## config.mk

```make
export PLATFORM = sky130hd
export DESIGN_NAME = mixer_dot
export DESIGN_NICKNAME = d
export VERILOG_FILES = /design/src/rtl/mixer_dot.sv
export SDC_FILE = /design/constraint.sdc
export NUM_CORES = 2
export LEC_CHECK = 0
export ABC_AREA = 0
export BUFFER_PORTS_ARGS = -buffer_cell sky130_fd_sc_hd__buf_2
export CORE_UTILIZATION = 31
export CTS_CLUSTER_SIZE = 28
export DETAILED_ROUTE_END_ITERATION = 16
export GPL_ROUTABILITY_DRIVEN = 0
export MAX_ROUTING_LAYER = met4
export PLACE_DENSITY = 0.52
export SYNTH_ARGS = -nofsm -noshare
export SYNTH_HDL_FRONTEND = slang
export SYNTH_SLANG_ARGS = --single-unit
```

## constraint.sdc

```tcl
create_clock -name clk -period 14.95 [get_ports clk]
set_clock_uncertainty 0.15 [all_clocks]
set_input_delay 0 -clock clk [delete_from_list [all_inputs] [get_ports clk]]
set_output_delay 0 -clock clk [all_outputs]
set_load 0.02 [all_outputs]
```

## src/rtl/mixer_dot.sv

```systemverilog
// Mixer dot-product stage: a sequential MAC turns stretched inputs and weights into a
// squash-table address, then one-weight-per-cycle training from the coded bit.
module mixer_dot #(
    parameter int NI = 4,
    parameter int SW = 12,
    parameter int WW = 24,
    parameter int LR = 2
) (
    input  logic              clk,
    input  logic              rst,
    input  logic              in_valid,
    output logic              in_ready,
    input  logic [NI*SW-1:0]  st,
    output logic              out_valid,
    input  logic              out_ready,
    output logic [11:0]       aw,
    input  logic [15:0]       p_in,
    input  logic              y_valid,
    input  logic              y
);

    localparam int IW   = $clog2(NI + 1);
    localparam int PW   = SW + WW;
    localparam int ACCW = PW + 4;
    localparam int EW   = 20;
    localparam int TW   = SW + EW;
    localparam int SUMW = ((TW > WW) ? TW : WW) + 1;
    localparam logic signed [WW-1:0]   W_INIT = WW'(65536 / NI);
    localparam logic signed [SUMW-1:0] W_MAX  = {{(SUMW-WW+1){1'b0}}, {(WW-1){1'b1}}};
    localparam logic signed [SUMW-1:0] W_MIN  = -W_MAX;

    typedef enum logic [2:0] {IDLE, MAC, OUT, WAIT_Y, TRAIN} state_t;

    state_t                  state_q, state_d;
    logic signed [SW-1:0]    st_q [NI];
    logic signed [SW-1:0]    st_d [NI];
    logic signed [WW-1:0]    w_q  [NI];
    logic signed [WW-1:0]    w_d  [NI];
    logic signed [ACCW-1:0]  acc_q, acc_d;
    logic [IW-1:0]           idx_q, idx_d;
    logic [11:0]             aw_q, aw_d;
    logic [15:0]             p_q, p_d;
    logic signed [EW-1:0]    err_q, err_d;
    logic                    in_ready_q, out_valid_q;

    logic [IW-1:0]           sel_s;
    logic signed [SW-1:0]    sel_st_s;
    logic signed [WW-1:0]    sel_w_s;
    logic signed [PW-1:0]    prod_s;
    logic signed [ACCW-1:0]  dot_s;
    logic signed [11:0]      dclamp_s;
    logic [15:0]             p_sh_s;
    logic signed [EW-1:0]    diff_s;
    logic signed [TW-1:0]    tprod_s;
    logic signed [TW-1:0]    delta_s;
    logic signed [SUMW-1:0]  sum_s;
    logic signed [WW-1:0]    wsat_s;

    // Datapath: operand select, MAC product, address clamp, error and saturated weight update.
    always_comb begin
        sel_s    = (idx_q < IW'(NI)) ? idx_q : '0;
        sel_st_s = st_q[sel_s];
        sel_w_s  = w_q[sel_s];
        prod_s   = sel_st_s * sel_w_s;
        dot_s    = acc_q >>> 16;
        if (dot_s > ACCW'(2047)) begin
            dclamp_s = 12'sd2047;
        end else if (dot_s < -ACCW'(2047)) begin
            dclamp_s = -12'sd2047;
        end else begin
            dclamp_s = dot_s[11:0];
        end
        p_sh_s  = p_q >> 3;
        diff_s  = $signed({7'b0, y, 12'b0}) - $signed({4'b0, p_sh_s});
        tprod_s = sel_st_s * err_q;
        delta_s = tprod_s >>> 10;
        sum_s   = SUMW'(sel_w_s) + SUMW'(delta_s);
        if (sum_s > W_MAX) begin
            wsat_s = W_MAX[WW-1:0];
        end else if (sum_s < W_MIN) begin
            wsat_s = W_MIN[WW-1:0];
        end else begin
            wsat_s = sum_s[WW-1:0];
        end
    end

    // Next-state logic of the bundle sequencer.
    always_comb begin
        state_d = state_q;
        acc_d   = acc_q;
        idx_d   = idx_q;
        aw_d    = aw_q;
        p_d     = p_q;
        err_d   = err_q;
        st_d    = st_q;
        w_d     = w_q;
        case (state_q)
            IDLE: begin
                if (in_valid) begin
                    for (int i = 0; i < NI; i++) begin
                        st_d[i] = st[i*SW +: SW];
                    end
                    acc_d   = '0;
                    idx_d   = '0;
                    state_d = MAC;
                end else begin
                    state_d = IDLE;
                end
            end
            MAC: begin
                // One extra cycle after the last product registers the clamped address.
                if (idx_q == IW'(NI)) begin
                    aw_d    = dclamp_s + 12'd2048;
                    state_d = OUT;
                end else begin
                    acc_d = acc_q + ACCW'(prod_s);
                    idx_d = idx_q + 1'b1;
                end
            end
            OUT: begin
                if (out_ready) begin
                    p_d     = p_in;
                    state_d = WAIT_Y;
                end else begin
                    state_d = OUT;
                end
            end
            WAIT_Y: begin
                if (y_valid) begin
                    err_d   = diff_s * $signed(EW'(LR));
                    idx_d   = '0;
                    state_d = TRAIN;
                end else begin
                    state_d = WAIT_Y;
                end
            end
            TRAIN: begin
                w_d[sel_s] = wsat_s;
                idx_d      = idx_q + 1'b1;
                if (idx_q == IW'(NI - 1)) begin
                    state_d = IDLE;
                end else begin
                    state_d = TRAIN;
                end
            end
            default: begin
                state_d = IDLE;
            end
        endcase
    end

    // State, datapath and handshake registers; reset restores the initial weights.
    always_ff @(posedge clk or posedge rst) begin
        if (rst) begin
            state_q     <= IDLE;
            acc_q       <= '0;
            idx_q       <= '0;
            aw_q        <= 12'd2048;
            p_q         <= 16'd0;
            err_q       <= '0;
            in_ready_q  <= 1'b1;
            out_valid_q <= 1'b0;
            for (int i = 0; i < NI; i++) begin
                st_q[i] <= '0;
                w_q[i]  <= W_INIT;
            end
        end else begin
            state_q     <= state_d;
            acc_q       <= acc_d;
            idx_q       <= idx_d;
            aw_q        <= aw_d;
            p_q         <= p_d;
            err_q       <= err_d;
            in_ready_q  <= (state_d == IDLE);
            out_valid_q <= (state_d == OUT);
            for (int i = 0; i < NI; i++) begin
                st_q[i] <= st_d[i];
                w_q[i]  <= w_d[i];
            end
        end
    end

    assign in_ready  = in_ready_q;
    assign out_valid = out_valid_q;
    assign aw        = aw_q;

endmodule
```

; ---- Yosys cells after proc, flatten, opt, wreduce, memory -nomap -nowiden
; Cells that the tools add are included.
[totals]
ff_bits = 234
inputBits = 70
out_inout_bits = 14
[op_classes]
addsub = 5
mul = 2
n_lt_le_gt_ge = 7
eq_ne = 10
mux = 27
n_bitwise = 1
n_reduce_logical = 11
[ops]
columns = op, count
row1 = 24-bit 2-to-1 mux, 5
row2 = 96-bit bitwise mux, 1
row3 = 40-bit 2-to-1 mux, 2
row4 = 40-bit case mux with 2 select lines, 1
row5 = 24-bit binary-select mux with 2-bit select, 1
row6 = 24-bit demux with 2-bit select, 1
row7 = 12-bit 2-to-1 mux, 4
row8 = 40-bit by 36-bit adder with 40-bit output, 1
row9 = 12-bit by 24-bit multiplier with 36-bit output, 1
row10 = 12-bit by 14-bit multiplier with 26-bit output, 1
row11 = 24-bit by 17-bit adder with 25-bit output, 1
row12 = 25-bit by 24-bit > comparator with 1-bit output (second input constant), 1
row13 = 25-bit by 24-bit less-than comparator with 1-bit output (second input constant), 1
row14 = 12-bit binary-select mux with 2-bit select, 1
row15 = 24-bit by 12-bit > comparator with 1-bit output (second input constant), 1
row16 = 24-bit by 12-bit less-than comparator with 1-bit output (second input constant), 1
row17 = 3-bit 2-to-1 mux, 7
row18 = 3-bit case mux with 5 select lines, 1
row19 = 13-bit by 13-bit subtractor with 14-bit output, 1
row20 = 12-bit adder (second input constant), 1
row21 = 3-bit by 2-bit equality test with 1-bit output (second input constant), 4
row22 = 3-bit case mux with 4 select lines, 1
row23 = 2-bit AND reduction, 4
row24 = 3-bit equality test (second input constant), 2
row25 = 14 further kinds, 18

; ---- Longest topological paths before layout
[depth]
word_depth = 12
depth_mapped = 41
depth_no_buf = 35

; ---- Worst setup path before layout
; No wires, ideal clock.
[synth_timing]
path_type = register -> register
from = register idx_q[1]
to = register w_q[1] (netlist name)
setup_time_ns = 0.125
t_arrival_ns = 9.673
t_required_ns = 14.675
path_slack_ns = 5.002
path_stages_with_launch = 38
path_buffers = 4
period_less_slack_ns = 9.948
cell_sequence = dfrtp_1 > inv_1 > a21oi_1 > clkbuf_1 > clkbuf_1 > o22ai_1 > nor2_1 > clkbuf_1 > nand2_1 > fa_1 > fa_1 > fa_1 > inv_1 > fa_1 > inv_1 > fa_1 > inv_1 > ha_1 > [2 not listed] > a221oi_1 > nand3b_1 > a311oi_1 > o21a_1 > o21a_1 > o41ai_1 > xnor2_1 > ha_1 > clkbuf_1 > nand2_1 > o21ai_0 > o41ai_1 > a2bb2oi_1 > o21ai_1 > o22ai_1 > xnor2_1 > maj3_1 > mux2_2
[synth_between]
elab_chain_len = 12
elab_cells_between_ends = 21
classes_between = add/sub (1) / mul (1) / order compare (5) / mux (12) / bitwise (1) / reduce/logical (1)
[synth_rtl]
columns = element, line_no
row1 = "start, declared", 40  ; logic [IW-1:0] idx_q, idx_d;
row2 = "start signal, assigned", 170  ; idx_q <= idx_d;
row3 = 3-bit less-than comparator, 61  ; sel_s = (idx_q < IW'(NI)) ? idx_q : '0;
row4 = 3-bit 2-to-1 mux *, 61
row5 = 3-bit NOT with 4-bit output (implied by the code) *, "62, 63, 138"
row6 = 12-bit binary-select mux with 2-bit select, 62  ; sel_st_s = st_q[sel_s];
row7 = 12-bit 2-to-1 mux (implied by the code) (2 in series), 62
row8 = 12-bit by 14-bit multiplier with 26-bit output, 75  ; tprod_s = sel_st_s * err_q;
row9 = 24-bit by 17-bit adder with 25-bit output, 77  ; sum_s = SUMW'(sel_w_s) + SUMW'(delta_s);
row10 = 25-bit by 24-bit less-than comparator with 1-bit output, 80  ; end else if (sum_s < W_MIN) begin
row11 = 24-bit 2-to-1 mux, 80
row12 = 24-bit 2-to-1 mux, 78  ; if (sum_s > W_MAX) begin
row13 = 96-bit bitwise mux *, 138  ; w_d[sel_s] = wsat_s;
row14 = "end signal, assigned by index", 178  ; w_q[i] <= w_d[i];
row15 = "end, declared", 37  ; logic signed [WW-1:0] w_q [NI];
; Every way passes the cells marked *; elsewhere a longest branch is shown, timed or not. The select of a mux whose other input is x is not followed.
; A chain may end at the register's enable or synchronous reset.

; ---- Worst setup path in the final report
[layout_timing]
from = register idx_q[1]
to = register w_q[13] (netlist name)
; Same word-level chain as after synthesis.

==> results.cfg <==
[sta]
finalSetupTns_ns = 0
fin_crit_sh_pct = 79.8
setup_viol = 0
rsz0062_at_grt = no
drv_slew = 0
fmax_mhz = 83.8
hold_viol = 0
worst_slew_pin_slew_ns = 1.11
min_period_ns = 11.93
max_slew_margin_pct = 25.8

[setup_path]
cp.depth = 34
start_kind = register
reg2reg_depth = 34
worst-path-buf-inv = 6
cp-end-kind = register
r2r-start = idx_q[1]
max_stage_delay_ns = 0.69
path_delay_family = compound AO/OA/AOI/OAI gates
endpoint = w_q[13]
critical_path_class = register to register
crit_slowest_cell = nor2_2
worst_path_most_repeated_cell = fa_1
rrSetupSlack_ns = 3.02
worst_r2r_endpoint = w_q[13]
worst-endpoint-required_ns = 15.25
path_max_fanout = 30
worstSetupStartpoint = idx_q[1]
arrival_ns = 12.22

[cts]
root_buffer = clkbuf_16
cts_tree = done
path_clk_slew_ns = 0.06
clock_latency_ns = 0.62
cts_max_level = 1
post_cts_buffers = 0
clock-sinks = 231
clock_path_buffers = 3
cts_buffers = 29

[layout]
fillCellCount = 9258
seqCellArea_sq_mm = 0.00579
final_common_cell = nand2_1
layout-drive-gt1-share_pct = 6.79
layout_common_cells = 593 x nand2_1, 480 x inv_1, 468 x fa_1, 225 x dfrtp_1, 202 x dlygate4sd3_1
multi_input_comb_area_sq_mm = 0.0203
instances_no_fill = 4536
design_area_sq_mm = 0.0331
area_growth_pct = 16.9
final_util_pct = 36.6
nNetsFinal = 4057

[grt]
grt_pass1_wl_um = 135000
grt_max_degree = 115
grt_usage_pct = 19.0
grt_pass1_vias = 24300
grt_overflow = 0
antenna_found_initial = 3

[route]
detail-route-antenna-nets = 0
drtIter0Drc = 1339
drc = 0
drt-pass1-iter-count = 5
vias = 22500
drt_wl_total_um = 82100
vias_per_cell = 4.95
wire_per_inst_um = 18.1

[synth]
synth-edff-count = 0
synthCells = 3109
ys_seq_area_share_pct = 20.4
synthArstFlopShare_pct = 100
synthFlopType = dfrtp_1
synth_cell_types = 78
yosys_warnings = 0
synth_area_per_cell_sq_um = 9.10
synthesis.nets = 3827
synth_area_sq_mm = 0.0283
ys_ff_latch = 231

[die]
fp.dieH_um = 304
core_area_sq_mm = 0.0903
fp.dieW_um = 304
floorplan.initialDensity_pct = 31.4
io-pin-count = 84
dieArea_sq_mm = 0.0925
placement_rows = 110

[hold_path]
hold_class = primary input to register

[place]
dp_cells = 4282
placed_cell_area_sq_mm = 0.0301
io_buffers = 80
dp_hpwl_um = 61900

[run]
cap_violations = 0

[run_status]
run_status = finished clean
how the worst min path moves through the flow:
stage          slack, ns      from  endpoint  depth (start not counted)
6_report            0.03   p_in[8]    p_q[8]                          3
5_1_grt             0.05   p_in[8]    p_q[8]                          3
4_1_cts            0.001  p_in[11]   p_q[11]                          3
3_5_place_dp        0.04     st[6]  st_q[42]                          3
3_3_place_gp        0.04    st[38]   st_q[2]                          3
2_1_floorplan      -0.04    st[36]   st_q[0]                          2
cells in the mapped netlist (all sizes together), types with 11 or more instances:
cell type | instances | area (sq um)
nand2 | 593 | 2230
inv | 481 | 1810
fa | 468 | 9370
dfrtp | 225 | 5630
o21ai | 199 | 1000
ha | 180 | 2250
nor2 | 135 | 509
clkbuf | 116 | 435
nor3 | 81 | 405
and2 | 65 | 407
o22ai | 59 | 369
a21oi | 57 | 285
xnor2 | 57 | 499
nand3 | 51 | 255
xor2 | 33 | 297
maj3 | 22 | 220
a21o | 21 | 158
buf | 16 | 80.1
mux2 | 15 | 169
o21a | 14 | 105
nor4 | 13 | 81.3
a211oi | 12 | 100
nand4 | 12 | 75.1
o221ai | 12 | 105
o31ai | 12 | 104
a31oi | 11 | 68.8
nand2b | 11 | 68.8
cell families (layout without fill, tap and decap cells):
group / after synthesis / in the layout / synth area share (%)
AO/OA/AOI/OAI: 472 / 472 / 10.4
XOR/XNOR: 90 / 90 / 2.81
adder cells (fa/ha/maj): 670 / 670 / 41.8
buffers and inverters: 617 / 867 / 8.25
flip-flops: 231 / 231 / 20.4
multiplexers: 18 / 18 / 0.703
other: 0 / 1 / 0
AND/OR/NAND/NOR: 1011 / 1011 / 15.5
worst register-to-register path: cells and delay by family (launching register included):
kind            cells  cell delay [ns]
buf+inv             6             1.21
simple gates        6             1.82
compound gates     14             4.13
fa+ha+maj           7             3.53
xor+xnor            1             0.47
flops               1             0.45
final cells by class:
cell class                      instances  area share, %
Multi-Input combinational cell       2261           61.2
Sequential cell                       231           17.5
Timing Repair Buffer                  331           8.43
Inverter                              485           5.52
Tap cell                             1176           4.45
Clock buffer                           37           2.34
Clock inverter                         14          0.541
Antenna cell                            1        0.00756
timing repair:
item / 4_1_cts / 5_1_grt
gates resized for setup: 0 / 0
hold endpoints to repair: 224 / 0
hold buffers: 202 / 0
metrics by stage:
| step | worst slack [ns] | hold WS (ns) |
|---|---|---|
| 6_report | 3.02 | 0.0347 |
| 5_1_grt | 2.35 | 0.0476 |
| 4_1_cts | 3.02 | 0.00106 |
| 3_5_place_dp | 3.11 | 0.0428 |
| 3_3_place_gp | 3.12 | 0.0434 |
| 2_1_floorplan | 5.00 | -0.0446 |
flip-flops by register name, indices dropped and copies added, names as in the netlist:
| register | cells |
|---|---|
| p_q | 13 |
| aw | 12 |
| acc_q | 40 |
| err_q | 14 |
| out_valid | 1 |
| w_q | 96 |
| state_q | 3 |
| idx_q | 3 |
| st_q | 48 |
| in_ready | 1 |
layer usage:
layer / GRT usage, % / vias to the layer above / part of all wire [%] / wire, um
li1: - / 10400 / - / -
met1: 24.9 / 11400 / 45 / 37100
met2: 31.0 / 530 / 47 / 38800
met5: - / - / 0 / 0
met3: 2.72 / 125 / 5.0 / 4090
met4: 4.52 / 0 / 2.6 / 2130
Power is left out: the tool's default activity adds up to more than one toggle a clock period on the data nets, which glitch-free logic cannot reach.
